==> config.mk <==
export PLATFORM = sky130hd
export DESIGN_NAME = lcd_text_writer
export DESIGN_NICKNAME = d
export VERILOG_FILES = /design/src/rtl/lcd_pkg.sv /design/src/rtl/lcd_req_sender.sv /design/src/rtl/lcd_text_writer.sv
export SDC_FILE = /design/constraint.sdc
export NUM_CORES = 1
export LEC_CHECK = 0
export ABC_AREA = 1
export BUFFER_PORTS_ARGS = -buffer_cell sky130_fd_sc_hd__buf_2
export CAP_MARGIN = 30
export CORE_ASPECT_RATIO = 0.75
export CORE_MARGIN = 2
export CORE_UTILIZATION = 50
export CTS_CLUSTER_SIZE = 20
export DETAILED_ROUTE_END_ITERATION = 12
export GPL_ROUTABILITY_DRIVEN = 0
export PLACE_DENSITY = 0.82
export RECOVER_POWER = 25
export SYNTH_ARGS = -nofsm -noshare
export SYNTH_HDL_FRONTEND = slang
export SYNTH_SLANG_ARGS = --single-unit
export TNS_END_PERCENT = 100
==> constraint.sdc <==
create_clock -name clk -period 2.2 [get_ports clk]
set_input_delay 0.22 -clock clk [delete_from_list [all_inputs] [get_ports clk]]
set_output_delay 0.22 -clock clk [all_outputs]
set_load 0.1 [all_outputs]
==> src/rtl/lcd_pkg.sv <==
// Shared constants, state enums and command helpers for the LCD text writer.
// Macro LCD_CURSOR_EN selects the cursor/blink display-control init command.
package lcd_pkg;

   localparam logic [7:0] CMD_FUNC_SET    = 8'h38;
   localparam logic [7:0] CMD_DISP_ON     = 8'h0C;
   localparam logic [7:0] CMD_DISP_CURSOR = 8'h0F;
   localparam logic [7:0] CMD_ENTRY       = 8'h06;
   localparam logic [7:0] CMD_CLEAR       = 8'h01;
   localparam logic [7:0] CMD_SET_DDRAM   = 8'h80;

   localparam logic [6:0] ROW0_BASE = 7'h00;
   localparam logic [6:0] ROW1_BASE = 7'h40;

   localparam logic [7:0] CHAR_NL = 8'h0A;
   localparam logic [7:0] CHAR_FF = 8'h0C;

`ifdef LCD_CURSOR_EN
   localparam logic [7:0] CMD_DISP_CTRL = CMD_DISP_CURSOR;
`else
   localparam logic [7:0] CMD_DISP_CTRL = CMD_DISP_ON;
`endif

   typedef enum logic [1:0] {
      SEQ_INIT,
      SEQ_READY,
      SEQ_EXEC
   } seq_state_e;

   typedef enum logic [1:0] {
      HS_IDLE,
      HS_SEND,
      HS_RELEASE
   } hs_state_e;

   function automatic logic [7:0] ddram_cmd(input logic row);
      return CMD_SET_DDRAM | {1'b0, (row ? ROW1_BASE : ROW0_BASE)};
   endfunction

   function automatic logic [7:0] init_cmd(input logic [1:0] step);
      case (step)
         2'd0:    return CMD_FUNC_SET;
         2'd1:    return CMD_DISP_CTRL;
         2'd2:    return CMD_ENTRY;
         default: return CMD_CLEAR;
      endcase
   endfunction

endpackage

==> src/rtl/lcd_req_sender.sv <==
// Four-phase req/ack engine: launches one byte per start, reports done once
// the controller has released ack.
module lcd_req_sender
   import lcd_pkg::*;
(
   input  logic       clk,
   input  logic       rst,
   input  logic       start_i,
   input  logic [7:0] byte_i,
   input  logic       is_cmd_i,
   input  logic       ack_i,
   output logic       req_o,
   output logic [7:0] data_o,
   output logic       is_cmd_o,
   output logic       done_o,
   output logic       idle_o
);

   hs_state_e  state_q, state_d;
   logic [7:0] data_q, data_d;
   logic       cmd_q, cmd_d;

   always_ff @(posedge clk) begin
      if (!rst) begin
         state_q <= HS_IDLE;
         data_q  <= '0;
         cmd_q   <= 1'b0;
      end else begin
         state_q <= state_d;
         data_q  <= data_d;
         cmd_q   <= cmd_d;
      end
   end

   always_comb begin
      state_d = state_q;
      data_d  = data_q;
      cmd_d   = cmd_q;
      done_o  = 1'b0;
      case (state_q)
         // A new transfer only starts once any stale ack has been released.
         HS_IDLE: begin
            if (start_i && !ack_i) begin
               state_d = HS_SEND;
               data_d  = byte_i;
               cmd_d   = is_cmd_i;
            end
         end
         HS_SEND: begin
            if (ack_i) state_d = HS_RELEASE;
         end
         HS_RELEASE: begin
            if (!ack_i) begin
               state_d = HS_IDLE;
               done_o  = 1'b1;
            end
         end
         default: state_d = HS_IDLE;
      endcase
   end

   assign req_o    = (state_q == HS_SEND);
   assign idle_o   = (state_q == HS_IDLE);
   assign data_o   = data_q;
   assign is_cmd_o = cmd_q;

endmodule

==> src/rtl/lcd_text_writer.sv <==
// Text front-end for an HD44780-style controller: init sequence, cursor
// tracking, line wrap, newline/form-feed. LCD_CURSOR_EN enables cursor+blink.
module lcd_text_writer
   import lcd_pkg::*;
#(
   parameter int unsigned COLS = 16
) (
   input  logic       clk,
   input  logic       rst,
   input  logic [7:0] char_in,
   input  logic       char_valid,
   output logic       char_ready,
   output logic       init_done,
   output logic [7:0] lcd_data,
   output logic       lcd_is_cmd,
   output logic       lcd_req,
   input  logic       lcd_ack
);

   localparam logic [5:0] COL_LAST = 6'(COLS - 1);

   seq_state_e seq_q, seq_d;
   logic [1:0] step_q, step_d;
   logic       init_done_q, init_done_d;
   logic       row_q, row_d;
   logic [5:0] col_q, col_d;
   logic [7:0] cur_byte_q, cur_byte_d;
   logic       cur_cmd_q, cur_cmd_d;
   logic [7:0] nxt_byte_q, nxt_byte_d;
   logic       has_nxt_q, has_nxt_d;

   logic       snd_start, snd_cmd, snd_done, snd_idle;
   logic [7:0] snd_byte;

   lcd_req_sender u_sender (
      .clk      (clk),
      .rst      (rst),
      .start_i  (snd_start),
      .byte_i   (snd_byte),
      .is_cmd_i (snd_cmd),
      .ack_i    (lcd_ack),
      .req_o    (lcd_req),
      .data_o   (lcd_data),
      .is_cmd_o (lcd_is_cmd),
      .done_o   (snd_done),
      .idle_o   (snd_idle)
   );

   always_ff @(posedge clk) begin
      if (!rst) begin
         seq_q       <= SEQ_INIT;
         step_q      <= '0;
         init_done_q <= 1'b0;
         row_q       <= 1'b0;
         col_q       <= '0;
         cur_byte_q  <= '0;
         cur_cmd_q   <= 1'b0;
         nxt_byte_q  <= '0;
         has_nxt_q   <= 1'b0;
      end else begin
         seq_q       <= seq_d;
         step_q      <= step_d;
         init_done_q <= init_done_d;
         row_q       <= row_d;
         col_q       <= col_d;
         cur_byte_q  <= cur_byte_d;
         cur_cmd_q   <= cur_cmd_d;
         nxt_byte_q  <= nxt_byte_d;
         has_nxt_q   <= has_nxt_d;
      end
   end

   always_comb begin
      seq_d       = seq_q;
      step_d      = step_q;
      init_done_d = init_done_q;
      row_d       = row_q;
      col_d       = col_q;
      cur_byte_d  = cur_byte_q;
      cur_cmd_d   = cur_cmd_q;
      nxt_byte_d  = nxt_byte_q;
      has_nxt_d   = has_nxt_q;
      snd_start   = 1'b0;
      snd_byte    = cur_byte_q;
      snd_cmd     = cur_cmd_q;
      char_ready  = (seq_q == SEQ_READY) && init_done_q && snd_idle;
      case (seq_q)
         SEQ_INIT: begin
            snd_byte  = init_cmd(step_q);
            snd_cmd   = 1'b1;
            snd_start = snd_idle;
            if (snd_done) begin
               if (step_q == 2'd3) begin
                  seq_d       = SEQ_READY;
                  init_done_d = 1'b1;
                  row_d       = 1'b0;
                  col_d       = '0;
               end else begin
                  step_d = step_q + 2'd1;
               end
            end
         end
         // Cursor is advanced at acceptance; the first transfer is launched
         // straight from the decoded byte so req rises on the next cycle.
         SEQ_READY: begin
            if (char_ready && char_valid) begin
               seq_d      = SEQ_EXEC;
               snd_start  = 1'b1;
               has_nxt_d  = 1'b0;
               nxt_byte_d = ddram_cmd(!row_q);
               if (char_in == CHAR_NL) begin
                  cur_byte_d = ddram_cmd(!row_q);
                  cur_cmd_d  = 1'b1;
                  row_d      = !row_q;
                  col_d      = '0;
               end else if (char_in == CHAR_FF) begin
                  cur_byte_d = CMD_CLEAR;
                  cur_cmd_d  = 1'b1;
                  row_d      = 1'b0;
                  col_d      = '0;
               end else begin
                  cur_byte_d = char_in;
                  cur_cmd_d  = 1'b0;
                  if (col_q == COL_LAST) begin
                     has_nxt_d = 1'b1;
                     row_d     = !row_q;
                     col_d     = '0;
                  end else begin
                     col_d = col_q + 6'd1;
                  end
               end
               snd_byte = cur_byte_d;
               snd_cmd  = cur_cmd_d;
            end
         end
         SEQ_EXEC: begin
            snd_start = snd_idle;
            if (snd_done) begin
               if (has_nxt_q) begin
                  cur_byte_d = nxt_byte_q;
                  cur_cmd_d  = 1'b1;
                  has_nxt_d  = 1'b0;
               end else begin
                  seq_d = SEQ_READY;
               end
            end
         end
         default: seq_d = SEQ_INIT;
      endcase
   end

   assign init_done = init_done_q;

endmodule

# Word-level counts from Yosys, hierarchy flattened
# Index checks and enable logic that the tools add are counted.
# W data, S select, Z words.
[totals]
elab_cells = 107
inputBits = 12
out_inout_bits = 12
register_bits = 41
[op_classes]
n_mux = 50
reduce_logical = 22
n_addsub = 2
n_bitwise = 1
n_eq_ne = 20
[op_table]
columns = ["cell", "count"]
rows = [
  ["$mux W8", 5],
  ["$mux W6", 6],
  ["$pmux W8 S2", 2],
  ["$mux W1", 19],
  ["$pmux W6 S3", 1],
  ["$eq A8 B4 Y1 const B", 2],
  ["$mux W2", 8],
  ["$reduce_and A3 Y1", 5],
  ["$ne A2 B2 Y1 const B", 6],
  ["$pmux W2 S3", 2],
  ["$pmux W6 S2", 1],
  ["$pmux W1 S2", 5],
  ["$reduce_and A5 Y1", 2],
  ["$eq A2 B2 Y1 const B", 4],
  ["$mux W7", 1],
  ["$add A6 B1 Y6 const B", 1],
  ["$eq A2 B1 Y1 const B", 3],
  ["$eq A6 B4 Y1 const B", 1],
  ["$logic_not A2 Y1", 3],
  ["$ne A2 B1 Y1 const B", 3],
  ["$logic_and A1 B1 Y1", 4],
  ["$ne A4 B1 Y1 const B", 1],
  ["$reduce_and A2 Y1", 2],
  ["$reduce_and A4 Y1", 1],
  ["other kinds (5)", 7],
]

# Longest topological paths before layout
# Gate-level depths: netlist (run 1).
[logic_depth]
word_depth = 9
ltp_mapped = 11
mapped_depth_nobuf = 10

# Modules after synthesis
# A second synthesis (run 1) with hierarchy kept.
[unflattened]
hier_cells = 311
hier_area_um2 = 2070.7
[modules_own_cells]
columns = ["mod", "seq_area_each_um2", "cells_per_inst", "area_per_inst_um2", "n_inst"]
rows = [
  ["lcd_text_writer", 480.5, 238, 1552.7, 1],
  ["lcd_req_sender", 220.2, 73, 518.0, 1],
]

# Least setup slack after synthesis (run 1)
# Ideal clock, no wire load.
[synth_path]
path_type = "flip-flop to output port"
startpoint = "register init_done_q (netlist: init_done)"
endpoint = "output char_ready"
path_stages_with_launch = 3
arrival_time_ns = 2.614
n_path_buf = 0
slack_ns = -0.634
t_required_ns = 1.980
cell_sequence = "dfxtp_1 -> nand3_1 -> nor2_1"
[synth_between]
elab_chain_cells = 2
[synth_lines]
columns = ["element", "line", "text"]
rows = [
  ["start, declared", "lcd_text_writer.sv:24", "logic init_done_q, init_done_d;"],
  ["start signal, assigned", "lcd_text_writer.sv:63", "init_done_q <= init_done_d;"],
  ["$logic_and A1 B1 Y1 (2 in a row)", "lcd_text_writer.sv:86", "char_ready = (seq_q == SEQ_READY) && init_done_q && snd_idle;"],
  ["end, declared", "lcd_text_writer.sv:12", "output logic char_ready,"],
]
# Every way passes these cells.

# Worst setup path after layout (run 1)
[layout_path]
startpoint = "register seq_q[1]"
endpoint = "register cur_byte_q[0]"
[layout_between]
elab_chain_cells = 6
word_cells_on_any_way = 11
cone_classes = "4 x eq/ne; 2 x mux; 5 x reduce/logical"
[layout_lines]
columns = ["element", "line", "text"]
rows = [
  ["start, declared", "lcd_text_writer.sv:22", "seq_state_e seq_q, seq_d;"],
  ["start signal, assigned", "lcd_text_writer.sv:61", "seq_q <= seq_d;"],
  ["$eq A2 B1 Y1", "lcd_text_writer.sv:86, lcd_text_writer.sv:87", ""],
  ["$logic_and A1 B1 Y1 (2 in a row)", "lcd_text_writer.sv:86", ""],
  ["$logic_and A1 B1 Y1", "lcd_text_writer.sv:106", "if (char_ready && char_valid) begin"],
  ["$mux W8", "n/a", ""],
  ["$pmux W8 S2", "lcd_text_writer.sv:87", "case (seq_q)"],
  ["end signal, assigned", "lcd_text_writer.sv:66", "cur_byte_q <= cur_byte_d;"],
  ["end, declared", "lcd_text_writer.sv:27", "logic [7:0] cur_byte_q, cur_byte_d;"],
]
# Parallel ways exist; a longest one is shown, timed or not.
# A chain may end at the register's enable or synchronous reset.

==> run_results.csv, run 1 <==
group,metric,value,unit
worst_hold_path,worstHoldPathCells,4,
die,io_pins,24,
synth,synth_ff_type,"dfxtp_1",
power_and_ir_drop,power_density,643,mW/mm^2
clocking,clock_path_buffers,2,
job,drv_cap,0,
final_layout,area_delta_synth_final,13.3,%
drt,top_layer,"met4",
global_routing,grt_pass1_wl,7.73,mm
worst_setup_path,crit_arrival,2.20,ns
drt,drtIter0Drc,179,
final_layout,final_nets,326,
final_layout,mostFrequentLayoutCell,"nand2_1",
clocking,cts-resized-gates,0,
final_layout,fillers,361,
worst_setup_path,cp-end-kind,"flop",
synth,synth.largest_area_cell,"dfxtp_1",
timing,worst_slack,0.189,ns
global_routing,grt_pass1_vias,1725,
final_layout,drive_gt1_frac,0.132,
final_layout,finalInstanceArea,0.00217,mm^2
clocking,clk_latency,0.29,ns
drt,vias,1947,
clocking,h-tree-depth,2,
clocking,cts_hold_buffers,0,
final_layout,antenna_cells,0,
drt,drtPass1Iterations,5,
final_layout,post-route-util,0.594,
timing,fmax,497,MHz
synth,synth_cell_types,34,
global_routing,grt_max_degree,26,
die,die_h,57.7,um
worst_setup_path,crit_required,2.39,ns
synth,synth_edf_count,0,
drt,route.met3.wl,366,um
placement,dp_hpwl,3.40,mm
die,rows,19,
timing,tightest_slew,1.18,ns
power_and_ir_drop,ir_drop,0.000446,V
synth,synth-seq-cells,35,
global_routing,track_usage,0.238,
timing,holdWs,0.293,ns
final_layout,final_cell_mix,"nand2_1 (52), nor2_1 (40), inv_1 (37), dfxtp_1 (35), a21oi_1 (27)",
drt,wl_per_cell,12.9,um
timing,slew_viol_final,0,
timing,hold_violations,0,
placement,port_buffers,23,
placement,dp_slack,0.263,ns
timing,finalSetupTns,0,ns
power_and_ir_drop,leakage,0.981,nW
worst_setup_path,rr_worst_depth,9,
synth,syn_inst,282,
drt,drtAntennaViolNets,0,
die,die_w,75.5,um
clocking,numCtsBuffers,5,
timing,min_period,2.01,ns
clocking,numClockSinks,35,
die,dieArea,0.00436,mm^2
timing,rsz0062_at_grt,"false",
synth,ys_seq_area_frac,0.365,
worst_setup_path,crit_fanout,10,
synth,ys_warn_count,0,
synth,synth.area.top_cells,"dfxtp_1 (37%), nand2_1 (10%), nor2_1 (8.0%), inv_1 (7.2%), a21oi_1 (7.0%)",
global_routing,antenna_found_initial,0,
die,core-area,0.00366,mm^2
clocking,cts_tree,"yes",
drt,routed_wl,4.66,mm
placement,dpl-instance-area,0.00209,mm^2
synth,avgSynthCellArea,6.81,um^2
timing,slew_headroom,0.219,
clocking,ctsRootBufferMaster,"clkbuf_8",
worst_hold_path,hold_path_class,"primary input to flop",
drt,wl_met1,2.24,mm
die,start_util,0.524,
synth,syn-cell-area,0.00192,mm^2
synth,yosysTopAreaCellShare,0.365,
worst_setup_path,critPathLaunchType,"flop",
clocking,cts_setup_buffers,0,
clocking,cts.clk_slew.worst_paths,0.07,ns
drt,wl_met2,1.95,mm
timing,fin_worst_skew,0.00693,ns
global_routing,globalRoute.totalOverflow,0,
synth,ys_async_sr_fraction,0,
drt,drc,0,
timing,setup_viol,0,
timing,finalCritPeriodShare,0.914,
run_status,status,"completed",
synth,synth.net_count,299,
drt,drt-vias-per-instance,5.38,
worst_setup_path,criticalPathCategory,"flop to flop",
[logic make-up after synthesis]
group           after synthesis  synth area share
compound gates               60             0.175
fa+ha+maj                     5            0.0326
buf+inv                      48             0.103
flops                        35             0.365
simple gates                134             0.325
[cell type report]
| cell class | count | area (um^2) | area share |
|---|---|---|---|
| Clock buffer | 8 | 100 | 0.0460 |
| Timing Repair Buffer | 24 | 110 | 0.0506 |
| Sequential cell | 35 | 701 | 0.322 |
| Tap cell | 52 | 65.1 | 0.0299 |
| Multi-Input combinational cell | 199 | 1030 | 0.473 |
| Inverter | 44 | 170 | 0.0783 |
[metrics by stage]
| step | power, W | instances |
|---|---|---|
| final | 0.00140 | 362 |
| after global routing | 0.00146 | 362 |
| after CTS | 0.00141 | 362 |
| after detailed placement | 0.000898 | 354 |
| after global placement | 0.000896 | 354 |
| after floorplan | 0.000853 | 282 |
[where the power goes]
group | total [W] | internal (W) | switching [W]
clock network | 0.000517 | 0.000286 | 0.000232
registers | 0.000660 | 0.000650 | 0.00000954
logic | 0.000222 | 0.0000392 | 0.000183
total | 0.00140 | 0.000975 | 0.000424
[layer usage]
layer  track usage  vias to the layer above
met3        0.0609                       11
li1              -                      972
met4         0.108                        0
met5             0                        -
met2         0.330                       92
met1         0.347                      872
[flip-flops by register name, summed over array words and instances (netlist names)]
signal,flops
init_done,1
u_sender.is_cmd_o,1
cur_cmd_q,1
row_q,1
u_sender.data_o,8
nxt_byte_q,2
step_q,2
has_nxt_q,1
seq_q,2
cur_byte_q,8
u_sender.state_q,2
col_q,6
[critical path: stages (launching register included)]
cell and delay [ns]:
dfxtp_1 0.68, inv_2 0.18, nor2_1 0.31, nand2_2 0.14
o21ai_4 0.25, inv_2 0.10, nand2_1 0.07, nand3_1 0.07
nand2_1 0.07, inv_1 0.04
[synth_stat cells (2+ instances only)]
library cell,number
dfxtp_1,35
nand2_4,2
o21ai_1,3
nand2_2,2
o22ai_1,2
and3_1,2
nand2_1,52
inv_2,5
inv_1,37
ha_1,5
o211ai_1,3
nand3_1,21
o21ai_0,19
nor3_1,4
nand4_1,4
a21oi_1,27
nor2_1,41
or2_2,2
[worst paths after layout]
path	start	to	slack [ns]
setup reg to reg	seq_q[1]	cur_byte_q[0]	0.19
hold / removal	lcd_ack	u_sender.state_q[0]	0.29
hold reg to reg	cur_byte_q[2]	cur_byte_q[2]	0.47
setup / recovery	seq_q[1]	cur_byte_q[0]	0.19
No activity file was read; power rests on OpenSTA's default activity.
==> run 2: changes to the inputs <==
Settings changed: CORE_MARGIN 2 to unset.
==> run_results.csv, run 2 (synthesized netlist as in run 1, its figures left out) <==
group,metric,value,unit
job,drv_cap,0,
global_routing,grt_max_degree,26,
worst_setup_path,critPathLaunchType,"flop",
worst_setup_path,crit_required,2.40,ns
die,die_w,73.5,um
worst_setup_path,cpLargestDelayFamily,"simple AND/OR/NAND/NOR gates",
final_layout,drive_gt1_frac,0.139,
worst_setup_path,worstPathCellList,"inv_2 > nor2_1 > nand2_2 > o21ai_4 > inv_2 > nand2_1 > nand3_1 > nand2_1 > inv_1",
power_and_ir_drop,seqPwrFrac,0.412,
worst_setup_path,criticalPathCategory,"flop to flop",
die,rows,19,
worst_setup_path,crit_fanout,10,
timing,fmax,515,MHz
power_and_ir_drop,leakage,0.998,nW
final_layout,mostFrequentLayoutCell,"nand2_1",
global_routing,globalRoute.totalOverflow,0,
final_layout,post-route-util,0.604,
power_and_ir_drop,power_frac_comb,0.142,
final_layout,final_cell_mix,"nand2_1 (52), nor2_1 (40), inv_1 (37), dfxtp_1 (35), a21oi_1 (27)",
clocking,cts-resized-gates,0,
worst_setup_path,rr_worst_depth,9,
timing,finalCritPeriodShare,0.883,
drt,drtIter0Drc,182,
timing,fin_worst_skew,0.0105,ns
power_and_ir_drop,p_sw_frac,0.286,
worst_setup_path,r2r_slack,0.26,ns
timing,rsz0062_at_grt,"false",
drt,drtAntennaViolNets,0,
global_routing,grt_pass1_wl,8.19,mm
worst_hold_path,worstHoldPathCells,4,
final_layout,antenna_cells,0,
clocking,cts.clk_slew.worst_paths,0.08,ns
timing,slew_viol_final,0,
run_status,status,"completed",
drt,drc,0,
worst_setup_path,crit_arrival,2.14,ns
timing,tightest_slew,1.17,ns
die,start_util,0.524,
placement,dp_hpwl,3.54,mm
power_and_ir_drop,power_density,722,mW/mm^2
die,dieArea,0.00409,mm^2
clocking,cts_hold_buffers,0,
clocking,cts_setup_buffers,0,
worst_hold_path,min_to,"u_sender.state_q[0]",
timing,hold_violations,0,
worst_setup_path,timing.critical_path.slowest_cell_delay,0.64,ns
final_layout,final_nets,326,
clocking,numClockSinks,35,
clocking,ctsRootBufferMaster,"clkbuf_8",
die,io_pins,24,
drt,drtPass1Iterations,5,
placement,port_buffers,23,
die,core-area,0.00366,mm^2
worst_setup_path,cp_num_buf_inv,3,
power_and_ir_drop,ir_drop,0.000378,V
global_routing,track_usage,0.265,
worst_setup_path,r2r-start,"seq_q[1]",
drt,routed_wl,4.94,mm
worst_setup_path,cp-end-kind,"flop",
clocking,clock_path_buffers,2,
drt,wl_per_cell,13.6,um
worst_hold_path,hold_path_class,"primary input to flop",
clocking,clk_latency,0.30,ns
timing,finalSetupTns,0,ns
power_and_ir_drop,pwr-share-clk,0.446,
global_routing,grt_pass1_vias,1754,
worst_setup_path,crit_slowest_cell,"dfxtp_1",
clocking,cts_tree,"yes",
drt,drt-vias-per-instance,5.39,
drt,vias,1950,
worst_setup_path,worstSetupPathDepth,9,
worst_setup_path,crit_start,"seq_q[1]",
final_layout,area_delta_synth_final,15.3,%
die,die_h,55.7,um
timing,setup_viol,0,
power_and_ir_drop,internal-power,0.00114,W
worst_setup_path,r2r-end,"cur_byte_q[0]",
timing,slew_headroom,0.223,
power_and_ir_drop,switching_power,0.000456,W
timing,min_period,1.94,ns
global_routing,antenna_found_initial,0,
worst_hold_path,min_from,"lcd_ack",
clocking,numCtsBuffers,5,
clocking,h-tree-depth,2,
==> run 2: cell types whose count changed in the layout (fill, tap and decap cells not counted) <==
cell	before	now
bufinv_16	0	2
clkbuf_8	7	5
clkbuf_1	11	9
clkinvlp_4	0	1
buf_2	13	14
==> run 2: worst max path at each step <==
stage | end | slack [ns]
after detailed placement | cur_byte_q[0] | 0.34
after floorplan | char_ready | 0.07
final | cur_byte_q[0] | 0.26
after CTS | char_ready | 0.28
after global placement | cur_byte_q[0] | 0.43
after global routing | cur_byte_q[0] | 0.12
==> run 2: final cells by class <==
cell class	instances	area, um^2
Timing Repair Buffer	24	111
Fill cell	346	1450
Sequential cell	35	701
Clock buffer	5	68.8
Clock inverter	3	67.6
Tap cell	52	65.1
Inverter	44	170
Multi-Input combinational cell	199	1030
==> run 2: worst reg2reg max path, stage by stage, from the launching register on <==
cell	delay (ns)
dfxtp_1	0.64
inv_2	0.16
nor2_1	0.31
nand2_2	0.14
o21ai_4	0.24
inv_2	0.10
nand2_1	0.07
nand3_1	0.07
nand2_1	0.08
inv_1	0.04
==> run 2: metal layers <==
metal,global-route usage,share of wire,wire length [um],up-vias
met2,0.371,0.44,2160,89
li1,-,-,-,968
met1,0.383,0.46,2250,881
met5,0,0,0,-
met4,0.124,0.028,139,0
met3,0.0598,0.079,391,12
==> run 2: through the flow <==
stage | hold slack, ns | power (W) | cell area, um^2 | cells | setup WS [ns]
3_3_place_gp | 0.465 | 0.000898 | 2090 | 354 | 0.430
5_1_grt | 0.324 | 0.00165 | 2210 | 362 | 0.117
6_report | 0.293 | 0.00160 | 2210 | 362 | 0.257
3_5_place_dp | 0.460 | 0.000900 | 2090 | 354 | 0.337
2_1_floorplan | 0.413 | 0.000853 | 1930 | 282 | 0.0700
4_1_cts | 0.295 | 0.00161 | 2220 | 362 | 0.282
==> run 2: power by group through the flow <==
stage | logic [W] | clock network (W) | registers [W]
2_1_floorplan | 0.0000796 | 0 | 0.000773
3_3_place_gp | 0.000225 | 0 | 0.000672
3_5_place_dp | 0.000227 | 0 | 0.000673
4_1_cts | 0.000230 | 0.000721 | 0.000658
5_1_grt | 0.000240 | 0.000744 | 0.000661
6_report | 0.000226 | 0.000713 | 0.000659
==> run 3: changes to the inputs <==
Clock period 2.2 ns to 2.1 ns, I/O delays scaled along.
==> run_results.csv, run 3 (synthesized netlist as in run 1, its figures left out) <==
group,metric,value,unit
job,drv_cap,0,
worst_setup_path,r2r-start,"seq_q[0]",
drt,drtAntennaViolNets,0,
global_routing,grt.met2_usage,0.370,
drt,drc,0,
die,rows,19,
clocking,ctsRootBufferMaster,"clkbuf_8",
final_layout,final_cell_mix,"nand2_1 (52), nor2_1 (40), inv_1 (37), dfxtp_1 (34), a21oi_1 (27)",
timing,rsz0062_at_grt,"false",
clocking,h-tree-depth,2,
die,start_util,0.524,
timing,finalSetupTns,0,ns
global_routing,grt_max_degree,26,
power_and_ir_drop,power_density,710,mW/mm^2
die,die_h,55.7,um
worst_setup_path,cpLargestDelayFamily,"buffers and inverters",
worst_setup_path,crit_arrival,1.56,ns
clocking,cts-resized-gates,0,
clocking,cts_setup_buffers,0,
timing,fmax,565,MHz
timing,min_period,1.77,ns
run_status,status,"completed",
global_routing,grt_use_met1,0.393,
timing,setup_viol,0,
drt,routed_wl,4.69,mm
clocking,clock_path_buffers,2,
timing,finalCritPeriodShare,0.843,
global_routing,grt_pass1_wl,8.11,mm
global_routing,globalRoute.totalOverflow,0,
placement,dp_hpwl,3.41,mm
drt,vias,1927,
die,dieArea,0.00409,mm^2
final_layout,drive_gt1_frac,0.141,
drt,drtIter0Drc,222,
worst_setup_path,worstPathCellList,"clkbuf_1",
worst_setup_path,crit_required,1.89,ns
global_routing,grt-busiest-layer,"met1",
drt,wl_per_cell,12.9,um
global_routing,grt_util_met3,0.0543,
clocking,cts.clk_slew.worst_paths,0.08,ns
worst_setup_path,criticalPathCategory,"flop to output pin",
worst_setup_path,timing.critical_path.slowest_cell_delay,0.88,ns
drt,drt-vias-per-instance,5.31,
worst_setup_path,crit_slowest_cell,"clkbuf_1",
die,core-area,0.00366,mm^2
final_layout,antenna_cells,0,
worst_setup_path,critPathLaunchType,"flop",
final_layout,area_delta_synth_final,14.7,%
clocking,numCtsBuffers,5,
global_routing,track_usage,0.259,
power_and_ir_drop,ir_drop,0.000586,V
timing,tightest_slew,1.16,ns
worst_setup_path,cp_num_buf_inv,1,
worst_setup_path,crit_fanout,5,
die,io_pins,24,
worst_hold_path,hold_path_class,"primary input to flop",
clocking,numClockSinks,35,
drt,drtPass1Iterations,5,
die,die_w,73.5,um
placement,port_buffers,23,
timing,fin_worst_skew,0.00539,ns
clocking,clk_latency,0.29,ns
timing,slew_headroom,0.228,
power_and_ir_drop,leakage,0.997,nW
final_layout,final_nets,327,
global_routing,antenna_found_initial,0,
clocking,cts_tree,"yes",
worst_setup_path,cp-end-kind,"output pin",
timing,hold_violations,0,
final_layout,post-route-util,0.601,
global_routing,grt_pass1_vias,1713,
timing,slew_viol_final,0,
worst_setup_path,crit_start,"init_done",
clocking,cts_hold_buffers,0,
final_layout,mostFrequentLayoutCell,"nand2_1",
worst_hold_path,min_from,"char_in[2]",
-- run 3: cell types whose count changed in the layout (fill, tap and decap cells not counted), sizes merged --
cell / before / now
clkinv: 2 / 3
bufinv: 2 / 1
clkinvlp: 1 / 0
clkbuf: 14 / 16
-- run 3: layout make-up --
| cell class | count | area, um^2 |
|---|---|---|
| clock buffers | 6 | 82.6 |
| inverters | 44 | 170 |
| repair buffers | 25 | 118 |
| multi-input cells | 199 | 1030 |
| well taps | 52 | 65.1 |
| fillers | 367 | 1460 |
| clock inverters | 2 | 35.0 |
| flip-flops and latches | 35 | 702 |
-- run 3: layer usage --
layer  part of all wire  vias up
li1                   -      973
met1               0.49      869
met2               0.43       76
met3              0.069        9
met4              0.013        0
met5                  0        -
-- run 3: power by group --
group / switching [W] / internal, W
logic: 0.000192 / 0.0000410
clock network: 0.000256 / 0.000384
registers: 0.00000893 / 0.000681
total: 0.000457 / 0.00111
-- run 3: path summary, 6_finish.rpt --
kind | to | depth (start not counted) | slack, ns
max | init_done | 1 | 0.33
min | cur_byte_q[2] | 3 | 0.28
max reg2reg | u_sender.data_o[5] | 9 | 0.39
min reg2reg | cur_byte_q[2] | 2 | 0.47
-- run 3: stage by stage --
step | hold slack (ns) | power, W | std cells | worst slack [ns] | cell area, um^2
floorplan | 0.403 | 0.000893 | 282 | 0.0634 | 1930
global placement | 0.454 | 0.000939 | 355 | 0.468 | 2100
detailed placement | 0.457 | 0.000941 | 355 | 0.456 | 2100
CTS | 0.277 | 0.00157 | 363 | 0.358 | 2210
global route | 0.314 | 0.00161 | 363 | 0.215 | 2200
finish | 0.278 | 0.00156 | 363 | 0.330 | 2200
